**config.mk**
```make
export PLATFORM = sky130hd
export DESIGN_NAME = commit_trace_buffer
export DESIGN_NICKNAME = d
export VERILOG_FILES = /design/src/rtl/commit_trace_buffer.sv
export SDC_FILE = /design/constraint.sdc
export NUM_CORES = 1
export LEC_CHECK = 0
export CAP_MARGIN = 20
export CORE_MARGIN = 4
export CORE_UTILIZATION = 52
export CTS_BUF_LIST = sky130_fd_sc_hd__clkbuf_2
export CTS_CLUSTER_DIAMETER = 60
export DETAILED_ROUTE_END_ITERATION = 16
export PLACE_DENSITY_LB_ADDON = 0.2
export REMOVE_ABC_BUFFERS = 1
export SKIP_CTS_REPAIR_TIMING = 1
export SYNTH_ARGS = -nofsm -noshare
export SYNTH_HDL_FRONTEND = slang
export SYNTH_SLANG_ARGS = --single-unit
export TNS_END_PERCENT = 10
```
**constraint.sdc**
```tcl
create_clock -name clk -period 4.5 [get_ports clk]
set_input_delay 0.9 -clock clk [delete_from_list [all_inputs] [get_ports clk]]
set_output_delay 0.9 -clock clk [all_outputs]
set_load 0.02 [all_outputs]
```
**src/rtl/commit_trace_buffer.sv**
```systemverilog
// Commit trace buffer: records retired instructions into a FIFO for readout,
// tracks instruction/cycle/drop counters and a RUN/DRAIN/DONE/TIMEOUT lifecycle.
module commit_trace_buffer #(
  parameter int ADDR_W     = 16,
  parameter int DATA_W     = 16,
  parameter int DEPTH      = 16,
  parameter int CNT_W      = 32,
  parameter int WDOG_LIMIT = 100000
) (
  input  logic              clk,
  input  logic              rst,
  input  logic              restart,
  input  logic              commit_valid,
  input  logic [ADDR_W-1:0] commit_pc,
  input  logic              commit_regwrite,
  input  logic [3:0]        commit_reg,
  input  logic [DATA_W-1:0] commit_wdata,
  input  logic              commit_memread,
  input  logic              commit_memwrite,
  input  logic [ADDR_W-1:0] commit_maddr,
  input  logic [DATA_W-1:0] commit_mdata,
  input  logic              commit_halt,
  output logic              rd_valid,
  input  logic              rd_ready,
  output logic [CNT_W-1:0]  rd_inum,
  output logic [ADDR_W-1:0] rd_pc,
  output logic [2:0]        rd_kind,
  output logic [3:0]        rd_reg,
  output logic [DATA_W-1:0] rd_value,
  output logic [ADDR_W-1:0] rd_addr,
  output logic [CNT_W-1:0]  inst_count,
  output logic [CNT_W-1:0]  cycle_count,
  output logic [CNT_W-1:0]  drop_count,
  output logic              overflow,
  output logic [1:0]        state
);

  localparam int PTR_W = $clog2(DEPTH);
  localparam bit WDOG_EN = (WDOG_LIMIT != 0);
  localparam logic [CNT_W-1:0] WDOG_CNT = CNT_W'(WDOG_LIMIT);

  typedef enum logic [1:0] {S_RUN = 2'd0, S_DRAIN = 2'd1, S_DONE = 2'd2, S_TIMEOUT = 2'd3} state_e;
  typedef enum logic [2:0] {K_OTHER = 3'd0, K_REG = 3'd1, K_LOAD = 3'd2, K_STORE = 3'd3, K_HALT = 3'd4} kind_e;

  typedef struct packed {
    logic [CNT_W-1:0]  inum;
    logic [ADDR_W-1:0] pc;
    kind_e             kind;
    logic [3:0]        rreg;
    logic [DATA_W-1:0] value;
    logic [ADDR_W-1:0] addr;
  } entry_t;

  function automatic logic [CNT_W-1:0] sat_inc(input logic [CNT_W-1:0] v);
    return (&v) ? v : v + CNT_W'(1);
  endfunction

  state_e            state_q, state_d;
  logic [PTR_W:0]    wr_ptr_q, wr_ptr_d, rd_ptr_q, rd_ptr_d;
  logic [CNT_W-1:0]  inst_q, inst_d, cyc_q, cyc_d, drop_q, drop_d;
  logic              ovf_q, ovf_d;
  entry_t            mem_q [DEPTH];
  entry_t            new_entry, head;
  logic              empty, full, empty_d;
  logic              accept_en, cnt_cycle;
  logic              accepting, push, pop, drop, wdog_hit;

  assign empty = (wr_ptr_q == rd_ptr_q);
  assign full  = (wr_ptr_q[PTR_W] != rd_ptr_q[PTR_W]) &&
                 (wr_ptr_q[PTR_W-1:0] == rd_ptr_q[PTR_W-1:0]);

  assign accepting = accept_en && commit_valid && !restart;
  assign pop       = !empty && rd_ready && !restart;
  assign push      = accepting && (!full || pop);
  assign drop      = accepting && full && !pop;

  // Build the entry; fields that do not apply to the kind are forced to zero.
  always_comb begin
    // NOTE: every signal assigned in a combinational block gets a default first, so no latch can be inferred.
    new_entry      = '0;
    new_entry.inum = inst_q;
    new_entry.pc   = commit_pc;
    if (commit_halt) begin
      new_entry.kind = K_HALT;
    end else if (commit_regwrite && commit_memread) begin
      new_entry.kind  = K_LOAD;
      new_entry.rreg  = commit_reg;
      new_entry.value = commit_wdata;
      new_entry.addr  = commit_maddr;
    end else if (commit_regwrite) begin
      new_entry.kind  = K_REG;
      new_entry.rreg  = commit_reg;
      new_entry.value = commit_wdata;
    end else if (commit_memwrite) begin
      new_entry.kind  = K_STORE;
      new_entry.value = commit_mdata;
      new_entry.addr  = commit_maddr;
    end else begin
      new_entry.kind = K_OTHER;
    end
  end

  always_comb begin
    wr_ptr_d = wr_ptr_q;
    rd_ptr_d = rd_ptr_q;
    inst_d   = inst_q;
    cyc_d    = cyc_q;
    drop_d   = drop_q;
    ovf_d    = ovf_q;
    if (push)      wr_ptr_d = wr_ptr_q + 1'b1;
    if (pop)       rd_ptr_d = rd_ptr_q + 1'b1;
    if (accepting) inst_d   = sat_inc(inst_q);
    if (cnt_cycle) cyc_d    = sat_inc(cyc_q);
    if (drop) begin
      drop_d = sat_inc(drop_q);
      ovf_d  = 1'b1;
    end
    if (restart) begin
      wr_ptr_d = '0;
      rd_ptr_d = '0;
      inst_d   = '0;
      cyc_d    = '0;
      drop_d   = '0;
      ovf_d    = 1'b0;
    end
  end

  assign empty_d  = (rd_ptr_d == wr_ptr_d);
  assign wdog_hit = WDOG_EN && (cyc_d == WDOG_CNT);

  // State register.
  always_ff @(posedge clk or posedge rst) begin
    // NOTE: sequential state uses non-blocking assignments so every flop samples pre-edge values.
    if (rst)          state_q <= S_RUN;
    else if (restart) state_q <= S_RUN;
    else              state_q <= state_d;
  end

  // Next state: a halt commit takes priority over a watchdog expiry on the same edge.
  always_comb begin
    state_d = state_q;
    case (state_q)
      S_RUN: begin
        if (accepting && commit_halt) state_d = S_DRAIN;
        else if (wdog_hit)            state_d = S_TIMEOUT;
      end
      S_DRAIN:   if (empty_d) state_d = S_DONE;
      S_DONE:    state_d = S_DONE;
      S_TIMEOUT: state_d = S_TIMEOUT;
      default:   state_d = S_RUN;
    endcase
  end

  // State-decoded controls.
  always_comb begin
    accept_en = 1'b0;
    cnt_cycle = 1'b0;
    case (state_q)
      S_RUN: begin
        accept_en = 1'b1;
        cnt_cycle = 1'b1;
      end
      S_DRAIN: cnt_cycle = 1'b1;
      default: ;
    endcase
  end

  always_ff @(posedge clk or posedge rst) begin
    if (rst) begin
      wr_ptr_q <= '0;
      rd_ptr_q <= '0;
      inst_q   <= '0;
      cyc_q    <= '0;
      drop_q   <= '0;
      ovf_q    <= 1'b0;
    end else begin
      wr_ptr_q <= wr_ptr_d;
      rd_ptr_q <= rd_ptr_d;
      inst_q   <= inst_d;
      cyc_q    <= cyc_d;
      drop_q   <= drop_d;
      ovf_q    <= ovf_d;
    end
  end

  // NOTE: storage is deliberately not reset; stale contents are never visible because the outputs are masked while empty.
  always_ff @(posedge clk) begin
    if (push) mem_q[wr_ptr_q[PTR_W-1:0]] <= new_entry;
  end

  assign head     = empty ? '0 : mem_q[rd_ptr_q[PTR_W-1:0]];
  assign rd_valid = !empty;
  assign rd_inum  = head.inum;
  assign rd_pc    = head.pc;
  assign rd_kind  = head.kind;
  assign rd_reg   = head.rreg;
  assign rd_value = head.value;
  assign rd_addr  = head.addr;

  assign inst_count  = inst_q;
  assign cycle_count = cyc_q;
  assign drop_count  = drop_q;
  assign overflow    = ovf_q;
  assign state       = state_q;

endmodule
```
==> metrics.csv, run 1 <==
stage,metric,value,unit
drt,Pre-antenna DRT Iters,6,
logic_synthesis,"EDFF count, synth",1392,
logic_synthesis,sequential share of the synthesized area,0.748,
critical_path,Worst setup startpoint,rd_ptr_q[0],
finish,Finished Core Util,0.611,
sta,Setup Skew,185,ps
sta,final max-slew violation count,0,
critical_path,critical-path cell list,"buf_12, buf_12, clkbuf_16, buf_4, mux4_2, mux4_2, nor2b_1, clkbuf_2",
critical_path,Top delay family on crit path,buffers and inverters,
flow_run,max_cap viols,0,
clocking,CTS Root Cell,clkbuf_2,
critical_path,reg-to-reg endpoint,inst_count[28],
sta,minimum clock period,4940,ps
power,Leak,23.5,nW
power,Pwr Density,464,nW/um2
placed_design,Port Buf Inserts,263,
clocking,CTS max path bufs,4,
floorplanning,Die Y,346,um
sta,unrepaired setup endpoints after global routing,yes,
hold_path,HP Class,in2reg,
drt,DRT antenna net count,0,
grt,first-pass GRT wire length,207000,um
sta,final count of negative-setup-slack endpoints,88,
clocking,CTS Sinks,1501,
clocking,"Clk pin slew, worst setup/hold paths",120,ps
grt,number of global-route vias before repair,32700,
power,worst vdd ir,0.378,mV
logic_synthesis,"Top FF cell, synth",edfxtp_1,
critical_path,"slowest stage cell, crit path",dfrtp_4,
logic_synthesis,Mean Syn Cell Area,21.2,um2
critical_path,Crit Path Category,reg2out,
logic_synthesis,post-synth cell types,72,
logic_synthesis,mapped cell area,59500,um2
clocking,TritonCTS clock tree,done,
sta,final cycle utilization of the critical path,1.10,
sta,worst-margin pin slew,969,ps
floorplanning,Core Rows,123,
drt,Vias,31100,
finish,share of cells above drive strength 1,0.350,
critical_path,critical path's largest stage delay,510,ps
sta,setup ws final,-438,ps
hold_path,Hold Crit Depth,4,
hold_path,Hold EP,state[1],
critical_path,slack of the worst reg-to-reg path,680,ps
hold_path,Hold Path Origin,commit_valid,
finish,"commonest non-fill, non-tap cell in the layout",edfxtp_1,
drt,routed len/inst,27.6,um
floorplanning,Die W,346,um
floorplanning,Initial Util,0.526,
critical_path,WP data arrival,4040,ps
placed_design,pre-CTS WS,549,ps
critical_path,critical path startpoint category,flop,
critical_path,r2r worst-path depth,9,
placed_design,routability cong.,0.882,
drt,Post-Route WL,143000,um
critical_path,crit-path max FO,7,
logic_synthesis,Yosys reg bits,1501,
logic_synthesis,asr flop ratio synth,0.0726,
clocking,CTS H-tree depth,5,
critical_path,crit end category,output pin,
run_status,status,"complete, but fails checks",
finish,Final nets,3554,
sta,Slew headroom,0.347,
run_status,failing checks,setup timing,
clocking,clock latency at the later pin of the worst-skew pair,1580,ps
drt,routed vias/inst,5.99,
logic_synthesis,number of synthesis warnings,0,
grt,initial antenna violation count,8,
floorplanning,core area,113000,um2
drt,1st-iter DRT viols,3299,
grt,global route total overflow,0,
finish,"commonest non-fill, non-tap cells in the layout","edfxtp_1, clkbuf_2, mux4_2",
finish,synth-to-layout area growth,16.1,%
floorplanning,full die area,120000,um2
logic_synthesis,Gate Count Post-Synth,2806,
sta,Fin. Hold Viols,0,
drt,residual DRC count,0,
grt,largest net degree at the start of global routing,105,
finish,fillers,8107,
critical_path,worst r2r src,inst_count[22],
critical_path,critical path required time,3600,ps
placed_design,post-detail-place hpwl,75900,um
sta,Fmax achieved,0.203,GHz
floorplanning,num ports,264,
critical_path,CP bufs+invs,5,
clocking,CTS buffer count,382,
critical_path,Worst path depth,8,
grt,GRT Util Overall,0.232,
registers in the layout (all words and copies together) (netlist names):
register     cells
wr_ptr_q         5
inst_count      32
mem_q         1392
rd_ptr_q         5
cycle_count     32
drop_count      32
overflow         1
state            2
per-stage QoR:
stage / hold WS (ps) / instances / TNS (ps) / instance area (um2) / total power (W)
6_report: 181 / 5202 / -28430 / 69100 / 0.0321
4_1_cts: -536 / 5137 / -105450 / 68100 / 0.0314
3_5_place_dp: 507 / 4523 / 0 / 65000 / 0.0229
2_1_floorplan: 561 / 2637 / - / 58800 / 0.0191
5_1_grt: 26.2 / 5201 / -52380 / 69100 / 0.0336
3_3_place_gp: 533 / 4523 / 0 / 65000 / 0.0228
logic make-up (layout without fill, tap and decap cells):
| kind of cell | Yosys count | in the layout | synth area share |
|---|---|---|---|
| other cells | 0 | 5 | 0 |
| mux | 452 | 452 | 0.168 |
| flops | 1501 | 1501 | 0.748 |
| xor+xnor | 78 | 78 | 0.0115 |
| compound gates | 106 | 106 | 0.0130 |
| fa+ha+maj | 10 | 10 | 0.00210 |
| simple gates | 473 | 473 | 0.0437 |
| buf+inv | 186 | 1077 | 0.0143 |
area by class of cell:
cell class | count | area (um2) | area share
Multi-Input combinational cell | 1119 | 14300 | 0.207
Clock inverter | 104 | 567 | 0.00820
Sequential cell | 1501 | 44500 | 0.644
Inverter | 17 | 68.8 | 0.000995
Tap cell | 1500 | 1880 | 0.0271
Antenna cell | 5 | 12.5 | 0.000181
Clock buffer | 510 | 2550 | 0.0369
Timing Repair Buffer | 446 | 5190 | 0.0751
where the power goes:
group          internal [W]  switching (W)
sequential           0.0153      0.0000822
clock               0.00333        0.00520
combinational       0.00403        0.00407
layer usage:
layer / global-route usage / share of wire
met1: 0.320 / 0.40
met3: 0.0627 / 0.090
met5: 0 / 0.00040
met4: 0.0578 / 0.012
met2: 0.374 / 0.50
how the worst max path moves through the flow:
stage                              to  slack, ps
final                     rd_inum[23]       -440
after detailed placement   rd_inum[7]        550
after floorplan              rd_valid     -14430
after global placement     rd_inum[7]        590
after CTS                  rd_inum[7]      -1330
after global routing      rd_inum[21]       -710
worst reg2reg max path: stages, from the launching register on:
cell and delay, ps:
dfrtp_1 830, and4_1 400, and3_1 280, nand4_1 210, o41ai_2 940, nor3_1 280
nand2_1 330, nor3_1 100, xnor2_1 170, nor2_1 50
synth_stat cells, types with 18 or more instances:
library cell	count	share of area
edfxtp_1	1392	0.70
mux4_2	435	0.16
dfrtp_1	109	0.046
nor2_1	109	0.0069
nor2b_1	99	0.010
clkbuf_1	86	0.0054
nand2_1	57	0.0036
xor2_1	50	0.0074
and2_1	46	0.0048
buf_1	40	0.0025
nand3_1	40	0.0034
buf_4	33	0.0042
a21oi_1	30	0.0025
xnor2_1	28	0.0041
nand4_1	27	0.0028
or3_1	18	0.0019
Power figures use the tool's default switching activity.
==> run 2: changes to the inputs <==
Settings changed: CELL_PAD_IN_SITES_DETAIL_PLACEMENT set to 1, CELL_PAD_IN_SITES_GLOBAL_PLACEMENT set to 1.
==> run 2 against run 1 <==
Effect of this change: setup slack lost 110 ps; clock power increased by 3.2%; first-iteration DRC count rose by 7.3%; hold slack lost 43 ps; critical endpoint is now rd_value[9]; the run still ends with setup timing left; count of clock-buffer cells in the layout rose by 17; largest cell class unchanged; highest routed layer unchanged; total power up 0.59%; routed wire length grew 11%; non-clock buffer count decreased by 2; fmax down 2.2%.
==> metrics.csv, run 2 (synthesis results as in run 1) <==
stage,metric,value,unit,change
sta,Fmax achieved,0.198,GHz,-2.2%
sta,Slew headroom,0.280,,-0.0675
grt,initial antenna violation count,6,,-2
power,worst vdd ir,0.305,mV,-19%
run_status,failing checks,setup timing,,
sta,Setup Skew,163,ps,-22.1 ps
hold_path,HP Class,in2reg,,
critical_path,slack of the worst reg-to-reg path,720,ps,+40 ps
finish,Final nets,3549,,-0.14%
critical_path,reg-to-reg endpoint,state[0],,
power,switching share of power,0.300,,+0.00801
sta,worst-margin pin slew,1080,ps,+112 ps
critical_path,crit-path max FO,6,,-1
drt,1st-iter DRT viols,3539,,+7.3%
placed_design,post-detail-place hpwl,84100,um,+11%
sta,setup ws final,-548,ps,-110 ps
power,Int Pwr,0.0226,W,-0.55%
power,Clk pwr share,0.273,,+0.007
finish,max reg flops,1392,,unchanged
placed_design,routability cong.,0.808,,-8.4%
sta,final cycle utilization of the critical path,1.12,,+0.0243
clocking,clock latency at the later pin of the worst-skew pair,1670,ps,+90 ps
floorplanning,Initial Util,0.526,,unchanged
finish,"commonest non-fill, non-tap cell in the layout",edfxtp_1,,
flow_run,max_cap viols,0,,unchanged
hold_path,Hold Path Origin,commit_valid,,
power,Comb pwr share,0.248,,-0.005
clocking,TritonCTS clock tree,done,,
critical_path,Crit Path Category,reg2out,,
power,NetSw,0.00967,W,+3.3%
power,sequential power share,0.479,,-0.002
sta,minimum clock period,5050,ps,+110 ps
critical_path,r2r worst-path depth,10,,+1
power,Pwr Density,467,nW/um2,+0.61%
drt,routed vias/inst,6.06,,+1.3%
floorplanning,Core Rows,123,,unchanged
critical_path,WP data arrival,4150,ps,+110 ps
grt,GRT Util Overall,0.256,,+0.0245
finish,fillers,9864,,+22%
grt,global route total overflow,0,,unchanged
placed_design,dpl cell area,64900,um2,-0.16%
placed_design,placed cell count,4508,,-0.33%
power,Leak,23.6,nW,+0.60%
grt,largest net degree at the start of global routing,93,,-11%
critical_path,worst r2r src,cycle_count[0],,
clocking,CTS H-tree depth,5,,unchanged
finish,post-route cell area,69100,um2,about the same
sta,final count of negative-setup-slack endpoints,88,,unchanged
sta,unrepaired setup endpoints after global routing,yes,,
drt,Vias,31800,,+2.0%
floorplanning,num ports,264,,unchanged
drt,routed len/inst,30.3,um,+9.9%
grt,number of global-route vias before repair,34500,,+5.5%
drt,DRT antenna net count,0,,unchanged
floorplanning,full die area,120000,um2,unchanged
drt,residual DRC count,0,,unchanged
drt,Pre-antenna DRT Iters,5,,-1
placed_design,Port Buf Inserts,263,,unchanged
sta,setup_tns,-39250,ps,-10820 ps
grt,first-pass GRT wire length,226000,um,+9.3%
finish,"commonest non-fill, non-tap cells in the layout","edfxtp_1, clkbuf_2, mux4_2",,
critical_path,critical path required time,3600,ps,about the same
finish,final std cells w/o fill,5237,,+0.67%
hold_path,Hold EP,state[1],,
floorplanning,Die W,346,um,unchanged
finish,synth-to-layout area growth,16.1,%,about the same
sta,Fin Hold WS,137,ps,-43.5 ps
critical_path,crit end category,output pin,,
sta,Fin. Hold Viols,0,,unchanged
clocking,CTS buffer count,379,,-0.79%
critical_path,critical path startpoint category,flop,,
floorplanning,Die Y,346,um,unchanged
hold_path,Hold Crit Depth,4,,unchanged
finish,Finished Core Util,0.611,,about the same
clocking,CTS Root Cell,clkbuf_2,,
run_status,status,"complete, but fails checks",,
finish,share of cells above drive strength 1,0.345,,-0.00526
clocking,CTS max path bufs,4,,unchanged
drt,Post-Route WL,159000,um,+11%
floorplanning,core area,113000,um2,unchanged
sta,final max-slew violation count,0,,unchanged
clocking,CTS Sinks,1501,,unchanged
clocking,"Clk pin slew, worst setup/hold paths",110,ps,about the same
-- run 2: changes by cell type in the layout (fill, tap and decap cells not counted), sizes merged, moves of 4 or more --
cell	delta
buf	-15
clkbuf	+18
clkinv	+26
diode	-4
dlymetal6s2s	+12
-- run 2: power by group through the flow --
stage                     Clock (W)  Sequential [W]  Combinational [W]
after floorplan                   0          0.0161            0.00308
after global placement            0          0.0158            0.00703
after detailed placement          0          0.0158            0.00716
after CTS                   0.00905          0.0155            0.00719
after global routing        0.00991          0.0155            0.00841
final                       0.00880          0.0155            0.00799
-- run 2: how the worst max path moves through the flow --
| stage | from | to | slack [ps] |
|---|---|---|---|
| finish | rd_ptr_q[0] | rd_value[9] | -550 |
| global route | rd_ptr_q[0] | rd_kind[1] | -740 |
| CTS | rd_ptr_q[0] | rd_pc[8] | -1400 |
| detailed placement | rd_ready | mem_q[4][39] | 560 |
| global placement | rd_ptr_q[0] | rd_pc[8] | 600 |
| floorplan | rd_ptr_q[0] | rd_valid | -14430 |
-- run 2: final cells by class --
type | instances | area [um2] | share of cell area
antenna | 1 | 2.50 | 0.0000362
inverter | 17 | 68.8 | 0.000996
multi-input combinational | 1119 | 14300 | 0.206
timing repair buffer | 444 | 5120 | 0.0741
tap | 1500 | 1880 | 0.0272
clock buffer | 527 | 2640 | 0.0382
sequential | 1501 | 44500 | 0.644
clock inverter | 128 | 612 | 0.00885
-- run 2: stage by stage --
stage	setup WS [ps]	power [W]
after floorplan	-14430	0.0191
after global placement	603	0.0228
after detailed placement	561	0.0229
after CTS	-1400	0.0317
after global routing	-739	0.0338
final	-548	0.0322
-- run 2: critical path, cell delays in order (launching register included) --
cell            delay (ps)
dfrtp_4                520
buf_4                  190
buf_6                  180
clkbuf_16              190
mux4_2                 510
mux4_2                 470
nor2b_1                180
dlymetal6s2s_1         220
-- run 2: routing by layer --
layer,track usage,vias up,share of wire,wire length (um)
met4,0.0793,2,0.020,3230
li1,-,13100,-,-
met3,0.0657,237,0.085,13500
met2,0.417,1566,0.51,80200
met5,0,-,0.000082,13
met1,0.346,16900,0.39,61700
